File: src/rtl/vga_timing_gen.sv
// rtl/vga_timing_gen.sv - VGA raster counters with sync/blank generation and a pixel-tick-aligned delay pipeline
`timescale 1ns/1ps

module vga_timing_gen #(
  parameter int H_VISIBLE = 640,
  parameter int H_FP      = 16,
  parameter int H_SYNC    = 96,
  parameter int H_BP      = 48,
  parameter int V_VISIBLE = 480,
  parameter int V_FP      = 10,
  parameter int V_SYNC    = 2,
  parameter int V_BP      = 33,
  parameter int PIPE_DLY  = 1
) (
  input  logic        vga_clk,
  input  logic        reset,
  input  logic        pix_en,
  output logic [9:0]  DrawX,
  output logic [9:0]  DrawY,
  output logic        blank,
  output logic        hs_out,
  output logic        vs_out,
  output logic        blank_out,
  output logic        sync,
  output logic        line_start,
  output logic        frame_start,
  output logic [15:0] frame_count
);

  localparam int H_TOTAL = H_VISIBLE + H_FP + H_SYNC + H_BP;
  localparam int V_TOTAL = V_VISIBLE + V_FP + V_SYNC + V_BP;

  localparam logic [9:0] H_LAST       = 10'(H_TOTAL - 1);
  localparam logic [9:0] V_LAST       = 10'(V_TOTAL - 1);
  localparam logic [9:0] H_SYNC_START = 10'(H_VISIBLE + H_FP);
  localparam logic [9:0] H_SYNC_END   = 10'(H_VISIBLE + H_FP + H_SYNC);
  localparam logic [9:0] V_SYNC_START = 10'(V_VISIBLE + V_FP);
  localparam logic [9:0] V_SYNC_END   = 10'(V_VISIBLE + V_FP + V_SYNC);

  logic [9:0]  drawx_q, drawx_d;
  logic [9:0]  drawy_q, drawy_d;
  logic [15:0] frame_cnt_q, frame_cnt_d;
  logic        x_wrap, y_wrap;
  logic        hs_raw, vs_raw, blank_raw;

  assign x_wrap = (drawx_q == H_LAST);
  assign y_wrap = (drawy_q == V_LAST);

  always_comb begin
    drawx_d     = drawx_q;
    drawy_d     = drawy_q;
    frame_cnt_d = frame_cnt_q;
    if (pix_en) begin
      if (x_wrap) begin
        drawx_d = '0;
        if (y_wrap) begin
          drawy_d     = '0;
          frame_cnt_d = frame_cnt_q + 16'd1;
        end else begin
          drawy_d = drawy_q + 10'd1;
        end
      end else begin
        drawx_d = drawx_q + 10'd1;
      end
    end
  end

  always_ff @(posedge vga_clk) begin
    if (reset) begin
      drawx_q     <= '0;
      drawy_q     <= '0;
      frame_cnt_q <= '0;
    end else begin
      drawx_q     <= drawx_d;
      drawy_q     <= drawy_d;
      frame_cnt_q <= frame_cnt_d;
    end
  end

  // Syncs are active low inside their pulse windows; blank is high during active video.
  assign blank_raw = (drawx_q < 10'(H_VISIBLE)) && (drawy_q < 10'(V_VISIBLE));
  assign hs_raw    = !((drawx_q >= H_SYNC_START) && (drawx_q < H_SYNC_END));
  assign vs_raw    = !((drawy_q >= V_SYNC_START) && (drawy_q < V_SYNC_END));

  generate
    if (PIPE_DLY == 0) begin : g_nodly
      assign hs_out    = hs_raw;
      assign vs_out    = vs_raw;
      assign blank_out = blank_raw;
    end else begin : g_dly
      logic [PIPE_DLY-1:0] hs_pipe_q, hs_pipe_d;
      logic [PIPE_DLY-1:0] vs_pipe_q, vs_pipe_d;
      logic [PIPE_DLY-1:0] bl_pipe_q, bl_pipe_d;

      always_comb begin
        hs_pipe_d = hs_pipe_q;
        vs_pipe_d = vs_pipe_q;
        bl_pipe_d = bl_pipe_q;
        if (pix_en) begin
          hs_pipe_d[0] = hs_raw;
          vs_pipe_d[0] = vs_raw;
          bl_pipe_d[0] = blank_raw;
          for (int i = 1; i < PIPE_DLY; i++) begin
            hs_pipe_d[i] = hs_pipe_q[i-1];
            vs_pipe_d[i] = vs_pipe_q[i-1];
            bl_pipe_d[i] = bl_pipe_q[i-1];
          end
        end
      end

      // Every stage resets to the idle (non-sync, blanked) level.
      always_ff @(posedge vga_clk) begin
        if (reset) begin
          hs_pipe_q <= '1;
          vs_pipe_q <= '1;
          bl_pipe_q <= '0;
        end else begin
          hs_pipe_q <= hs_pipe_d;
          vs_pipe_q <= vs_pipe_d;
          bl_pipe_q <= bl_pipe_d;
        end
      end

      assign hs_out    = hs_pipe_q[PIPE_DLY-1];
      assign vs_out    = vs_pipe_q[PIPE_DLY-1];
      assign blank_out = bl_pipe_q[PIPE_DLY-1];
    end
  endgenerate

  assign DrawX       = drawx_q;
  assign DrawY       = drawy_q;
  assign blank       = blank_raw;
  assign sync        = 1'b0;
  assign line_start  = pix_en && (drawx_q == 10'd0);
  assign frame_start = pix_en && (drawx_q == 10'd0) && (drawy_q == 10'd0);
  assign frame_count = frame_cnt_q;

endmodule

File: config.mk
export PLATFORM = sky130hd
export DESIGN_NAME = vga_timing_gen
export DESIGN_NICKNAME = d
export VERILOG_FILES = /design/src/rtl/vga_timing_gen.sv
export SDC_FILE = /design/constraint.sdc
export NUM_CORES = 1
export LEC_CHECK = 0
export ABC_AREA = 1
export BUFFER_PORTS_ARGS = -buffer_cell sky130_fd_sc_hd__clkbuf_2
export CAP_MARGIN = 20
export CELL_PAD_IN_SITES_DETAIL_PLACEMENT = 0
export CELL_PAD_IN_SITES_GLOBAL_PLACEMENT = 1
export CORE_MARGIN = 3
export CORE_UTILIZATION = 40
export CTS_BUF_LIST = sky130_fd_sc_hd__clkbuf_16
export CTS_CLUSTER_DIAMETER = 50
export DETAILED_ROUTE_END_ITERATION = 16
export GPL_TIMING_DRIVEN = 0
export PLACE_DENSITY = 0.9
export SYNTH_ARGS = -nofsm -noshare
export SYNTH_HDL_FRONTEND = slang
export SYNTH_SLANG_ARGS = --single-unit
File: constraint.sdc
create_clock -name vga_clk -period 2.1 [get_ports vga_clk]
set_input_delay 0.42 -clock vga_clk [delete_from_list [all_inputs] [get_ports vga_clk]]
set_output_delay 0.42 -clock vga_clk [all_outputs]
set_load 0.03 [all_outputs]
### Yosys cells after proc, flatten, opt, wreduce, memory -nomap -nowiden

Cells that the tools add are included.

| word-level totals | value |
|---|---|
| word-level logic and storage cells | 30 |
| register bits | 39 |
| output and inout port bits | 43 |
| bits of input ports | 3 |

| cells by class | value |
|---|---|
| mux-type cells | 2 |
| add/subtract/negate cells | 3 |
| eq/ne operators | 2 |
| order comparisons | 6 |
| reductions and logical operators | 11 |

Operator list:

| cell | count |
|---|---|
| adder 10 x 1 -> 10 bit, second input constant | 2 |
| == test 10 bit, second input constant | 2 |
| zero test 10 bit | 2 |
| < comparator 10 bit, second input constant | 2 |
| < comparator 10 x 9 -> 1 bit, second input constant | 2 |
| 2-to-1 mux 10 bit | 2 |
| adder 16 x 1 -> 16 bit, second input constant | 1 |
| >= comparator 10 bit, second input constant | 1 |
| >= comparator 10 x 9 -> 1 bit, second input constant | 1 |
| logical AND 1 bit | 5 |
| AND reduction 3 bit | 1 |
| zero test 1 bit | 2 |
| AND reduction 2 bit | 1 |

### Depth between registers and ports, before layout

Gate-level depths: netlist (run 1).

| logic depth | value |
|---|---|
| word-level depth | 3 |
| depth in mapped cells | 11 |
| mapped depth without buffers | 10 |

### Worst setup path before layout (run 1)

No wires, ideal clock.

| timing path | value |
|---|---|
| kind | reg2out |
| start | register drawy_q[0] (netlist: DrawY[0]) |
| end | output port frame_start |
| arrival | 1.623 ns |
| stages on the path, launching flop included | 7 |
| data required time | 1.680 ns |
| buffers on the path | 0 |
| path slack | 0.057 ns |
| cells stage by stage | dfxtp_1 > inv_1 > ha_1 > inv_1 > nor2_1 > nand3_1 > nor3_1 |

| on the way | value |
|---|---|
| longest elaborated chain between the ends | 2 |

RTL lines:

| element | RTL line | RTL |
|---|---|---|
| start, declared | 41 | `logic [9:0] drawy_q, drawy_d;` |
| start signal, assigned | 75 | `drawy_q <= drawy_d;` |
| zero test 10 bit | 135 | `assign frame_start = pix_en && (drawx_q == 10'd0) && (drawy_q == 10'd0);` |
| logical AND 1 bit | 135 |  |
| end, declared | 26 | `output logic frame_start,` |

No other way between the ends.

### Worst setup path after layout (run 1)

Same ends and word-level chain as after synthesis.

==> results.cfg, run 1 <==
[worst_setup_path]
r2r_start = DrawX[1]$_SDFFE_PP0P_
cp-end-kind = output port
r2r-end = frame_count[4]$_SDFFE_PP0P_
endpoint = frame_start
worst-setup-path-type = reg2out
cp_max_fo = 4
startpoint = DrawY[0]$_SDFFE_PP0P_
reg2reg_depth = 9
reg2reg_slack_ns = 0.41
arrival_ns = 1.56
required_ns = 1.68
cp-start-kind = flip-flop

[yosys]
synth_commonest_cells = nand2_1, nor2_1, inv_1
synth_area_sq_um = 2227
synth_most_common_cell = nand2_1
synth-main-ff-cell = dfxtp_1
synth_top_area_share_pct = 35.06
synth_area_leader_cell = dfxtp_1
synthesis.nets = 367
syn_avg_cell_area_sq_um = 6.204
yosys_warnings = 0
synthArstFlopShare_pct = 0
synth-seq-cells = 39
synth_cell_types = 23
netlist_top_cells_area = dfxtp_1, nand2_1, nor2_1, inv_1, nand3_1
synth_edf_count = 0
seq_area_frac_synth_pct = 35.06
syn_inst = 359

[cells_and_area]
fillers = 548
fin_util_pct = 51.62
area_delta_synth_final_pct = 21.40
drive_gt1_share_pct = 15.89
final_area_sq_um = 2704
n_antenna_cell = 0
fin_nets = 416

[floorplan]
design.die.area_sq_um = 6499
die_y_microns = 80.62
io_pins = 46
initial_utilization_pct = 42.52
num_rows = 26
die_w_microns = 80.62
fp.coreArea_sq_um = 5238

[cts]
clockBufferDepth = 2
tritoncts = yes
path_clk_slew_ns = 0.06
clock_sinks = 39
numCtsBuffers = 5
post_cts_buffers = 0
htreeDepth = 2
clockRootBuffer = clkbuf_16
clk_latency_ns = 0.28

[global_routing]
grt_pass1_vias = 2038
antenna_found_initial = 0
grt_pass1_wl_mm = 9.011
grt_start_max_net_pins = 13
gr-total-overflow = 0
grt.total_usage_pct = 17.46

[route]
wl_per_cell_microns = 11.05
route.vias.total = 2276
via_per_inst = 4.752
totalWireLength_mm = 5.292
ant_nets = 0
drc = 0
drt_iter0_markers = 66
firstDrtPassIters = 4

[placed_design]
portBuffers = 42
post-place-ws_ns = 0.2893
placedInstanceArea_sq_um = 2525
hpwl_mm = 3.985
gp_congestion = 0.8178

[sta]
clock_skew_ns = 0.005768
setup_viol = 0
drv_slew = 0
max_freq_mhz = 503.9
rsz0062_at_grt = false
setup_tns_ns = 0
period_minus_slack_ns = 1.984
fin_crit_sh_pct = 94.50
hold_viol = 0
setup_ws_ns = 0.1155

[power_and_ir_drop]
p_leak_nw = 1.198
powerDensity_nw_per_um2 = 625.9
power.total_mw = 1.692
peakVddDrop_uv = 407.2

[run]
maxCapViolations = 0

[hold_path]
hp-class = in2reg

[run_status]
status = complete, no violations
-- layer usage --
metal / GRT usage, % / wire length (microns) / up-vias / part of all wire (%)
met3: 3.251 / 227 / 4 / 4.3
met4: 6.757 / 51 / 0 / 0.96
li1: - / - / 1211 / -
met2: 28.39 / 2392 / 43 / 45
met5: 0 / 0 / - / 0
met1: 22.71 / 2622 / 1018 / 50
-- layout make-up --
cell class	count	area, sq um	area share [%]
Sequential cell	39	780.7	28.88
Clock buffer	5	125.1	4.627
Multi-Input combinational cell	256	1200	44.38
Tap cell	70	87.58	3.239
Buffer	7	45.04	1.666
Clock inverter	3	38.79	1.435
Inverter	57	214.0	7.913
Timing Repair Buffer	42	212.7	7.867
-- timing repair --
action / 4_1_cts / 5_1_grt
hold buffers: 0 / 0
gates resized for setup: 0 / 6
setup endpoints to repair: 0 / 2
-- cell families after synthesis --
logic type      count (synthesis)  share of synthesized area [%]
simple gates                  219                          42.64
buf+inv                        64                          11.63
flops                          39                          35.06
compound gates                 28                          6.517
fa+ha+maj                       5                          2.809
xor+xnor                        3                          1.180
other cells                     1                         0.1684
-- worst min path at each step --
stage,endpoint,cells after the start,startpoint,slack (ns)
floorplan,frame_count[2]$_SDFFE_PP0P_,2,frame_count[2]$_SDFFE_PP0P_,0.59
global placement,hs_out$_SDFFE_PP1P_,2,hs_out$_SDFFE_PP1P_,0.45
detailed placement,hs_out$_SDFFE_PP1P_,2,hs_out$_SDFFE_PP1P_,0.46
CTS,blank_out$_SDFFE_PP0P_,2,pix_en,0.39
global route,blank_out$_SDFFE_PP0P_,2,pix_en,0.42
finish,blank_out$_SDFFE_PP0P_,2,pix_en,0.39
-- per-stage QoR --
step                instances  hold WS [ns]
floorplan                 359        0.5864
global placement          471        0.4546
detailed placement        471        0.4628
CTS                       479        0.3914
global route              479        0.4167
finish                    479        0.3945
-- report_power, final --
group / leakage [nW] / total [mW] / internal, mW / switching, mW
Sequential: 0.315 / 0.753 / 0.747 / 0.00595
Combinational: 0.801 / 0.0889 / 0.0257 / 0.0632
Clock: 0.0812 / 0.850 / 0.554 / 0.296
-- critical path: stages (launching register included) --
cell and delay [ns]:
dfxtp_1 0.34, inv_1 0.11, ha_1 0.18, inv_1 0.05, nor2_2 0.10, nand3_1 0.14, nor3_2 0.19, buf_4 0.18
-- sequential cells by signal, indices dropped and copies added, names as in the netlist --
register	count
vs_out	1
hs_out	1
frame_count	16
blank_out	1
DrawY	10
DrawX	10
-- cell usage in the layout, fill, tap and decap left out --
cell type  netlist  final
nand3_4          1      1
nor2_1          66     65
nand4_1          9      9
buf_4            3      4
dfxtp_1         39     39
o21bai_1         1      1
nand2_1         97     97
clkbuf_16        0      5
nor2_4           4      4
nand3b_1         1      1
clkinv_2         0      1
a21oi_1         13     13
clkbuf_1         3      3
bufinv_16        0      1
nor3_2           0      2
a211oi_1         1      1
nand2_2          3      3
inv_1           56     56
xor2_1           3      3
ha_1             5      5
conb_1           1      1
buf_6            1      1
nor3b_1          1      1
clkbuf_2         0     41
clkinv_1         0      1
inv_2            1      1
nor2_2           0      1
nor3_1          11      9
nand3_1         26     26
o21ai_0         13     13
No activity file was read; power rests on OpenSTA's default activity.
==> run 2, diff against run 1 <==
==> config.mk (replaced) <==
export PLATFORM = sky130hd
export DESIGN_NAME = vga_timing_gen
export DESIGN_NICKNAME = d
export VERILOG_FILES = /design/src/rtl/vga_timing_gen.sv
export SDC_FILE = /design/constraint.sdc
export NUM_CORES = 1
export LEC_CHECK = 0
export ABC_AREA = 1
export CAP_MARGIN = 20
export CELL_PAD_IN_SITES_DETAIL_PLACEMENT = 0
export CELL_PAD_IN_SITES_GLOBAL_PLACEMENT = 1
export CORE_MARGIN = 3
export CORE_UTILIZATION = 46
export CTS_BUF_LIST = sky130_fd_sc_hd__clkbuf_16
export CTS_CLUSTER_DIAMETER = 50
export DETAILED_ROUTE_END_ITERATION = 16
export DONT_BUFFER_PORTS = 1
export GPL_TIMING_DRIVEN = 0
export PLACE_DENSITY = 0.89
export SYNTH_ARGS = -nofsm -noshare
export SYNTH_HDL_FRONTEND = slang
export SYNTH_SLANG_ARGS = --single-unit
==> results.cfg, run 2 (synthesis gave the netlist of run 1 again) <==
[run_status]
status = complete, no violations

[worst_setup_path]
cp_max_fo = 5
path_cells = inv_1 > ha_1 > inv_1 > nor2_2 > nand3_2 > nor3_4
worst-setup-path-type = reg2out
cp_slowest_cell = dfxtp_2
cp_num_buf_inv = 2
required_ns = 1.68
crit_family = simple AND/OR/NAND/NOR gates
reg2reg_slack_ns = 0.19
slowest_delay_ns = 0.39
cp-end-kind = output port
cp-start-kind = flip-flop
arrival_ns = 1.59
cp_common_cell = inv_1

[global_routing]
antenna_found_initial = 0
grt_pass1_wl_mm = 8.714
gr-total-overflow = 0
grt_pass1_vias = 1917
grt_start_max_net_pins = 13
grt.total_usage_pct = 19.78

[cts]
postCtsHoldBufs = 0
clock_sinks = 39
path_clk_slew_ns = 0.06
htreeDepth = 2
clockBufferDepth = 2
clockRootBuffer = clkbuf_16
tritoncts = yes
numCtsBuffers = 5
clk_latency_ns = 0.28

[sta]
setup_viol = 0
drv_slew = 0
max_freq_mhz = 497.6
hold_viol = 0
fin_crit_sh_pct = 95.69
slew_headroom_pct = 63.59
clock_skew_ns = 0.003886
setup_tns_ns = 0
period_minus_slack_ns = 2.010
holdWs_ns = 0.4109
worstMarginPinSlew_ns = 0.5454

[floorplan]
initial_utilization_pct = 49.44
fp.coreArea_sq_um = 4504
num_rows = 24
io_pins = 46
die_y_microns = 75.58
design.die.area_sq_um = 5712
die_w_microns = 75.58

[placed_design]
gp_congestion = 0.7885
hpwl_mm = 4.009
portBuffers = 0
placedInstanceArea_sq_um = 2292

[run]
maxCapViolations = 0

[power_and_ir_drop]
pwr-share-comb_pct = 4.0
power.switching_uw = 364.4
powerDensity_nw_per_um2 = 672.4
peakVddDrop_uv = 365.9
p_int_mw = 1.319
switching_share_pct = 21.65
seqPwrFrac_pct = 45.6
p_leak_nw = 1.020
clkPwrFrac_pct = 50.4

[route]
totalWireLength_mm = 5.292
drt_iter0_markers = 130
drc = 0
wl_per_cell_microns = 12.63
route.vias.total = 2110
via_per_inst = 5.036
ant_nets = 0
firstDrtPassIters = 4

[cells_and_area]
layout_commonest_cell = nand2_1
drive_gt1_share_pct = 10.08
layout_common_cells = nand2_1, nor2_1, inv_1
area_delta_synth_final_pct = 12.42
largest_reg_flops = 16
n_antenna_cell = 0
fin_util_pct = 55.58
fin_nets = 374
final_area_sq_um = 2504

[hold_path]
hp-class = in2reg
run 2: changes by cell type in the layout (fill, tap and decap cells not counted), sizes merged:
cell | previous run | this run
clkbuf | 49 | 8
buf | 5 | 4
run 2: cell type report:
cell class / instances / area, sq um
Clock buffer: 5 / 125.1
Buffer: 7 / 45.04
Fill cell: 471 / 2001
Sequential cell: 39 / 794.5
Clock inverter: 3 / 38.79
Inverter: 57 / 214.0
Tap cell: 52 / 65.06
Multi-Input combinational cell: 256 / 1221
run 2: repair_timing:
action	CTS	global route
setup buffers	0	0
endpoints found under the setup margin	3	3
pin swaps	1	2
resized for setup	9	10
run 2: worst register-to-register path: stages (launching register included):
cell and delay, ns:
dfxtp_1 0.55, ha_1 0.30, nand3_1 0.11, nor2_1 0.13, nand3_1 0.12, nor2_1 0.15, buf_4 0.20, nand3_1 0.09
nand2_1 0.10, nor2_1 0.04
run 2: power by group through the flow:
stage	Combinational, mW	Sequential (mW)	Clock (mW)
after floorplan	0.0509	0.782	0
after global placement	0.0624	0.784	0
after detailed placement	0.0629	0.785	0
after CTS	0.0679	0.768	0.867
after global routing	0.0760	0.767	0.892
final	0.0677	0.767	0.849
run 2: through the flow:
| step | std cells | worst slack [ns] | total power [mW] |
|---|---|---|---|
| floorplan | 359 | 0.05734 | 0.8333 |
| global placement | 411 | -0.1679 | 0.8468 |
| detailed placement | 411 | -0.1891 | 0.8478 |
| CTS | 419 | 0.009629 | 1.703 |
| global route | 419 | -0.0003511 | 1.736 |
| finish | 419 | 0.09045 | 1.683 |
run 2: metal layers:
metal  GRT usage (%)  routed length [microns]  share of wire (%)
met1           25.79                     2423                 46
met2           30.97                     2461                 47
met3           6.332                      346                6.5
met4           6.602                       60                1.1
met5               0                        0                  0
run 2: worst paths after layout:
kind / startpoint / to / cells after the start
setup / recovery: DrawY[1]$_SDFFE_PP0P_ / frame_start / 6
hold / removal: pix_en / blank_out$_SDFFE_PP0P_ / 2
setup reg to reg: DrawX[0]$_SDFFE_PP0P_ / frame_count[9]$_SDFFE_PP0P_ / 9
hold reg to reg: DrawY[0]$_SDFFE_PP0P_ / DrawY[0]$_SDFFE_PP0P_ / 2
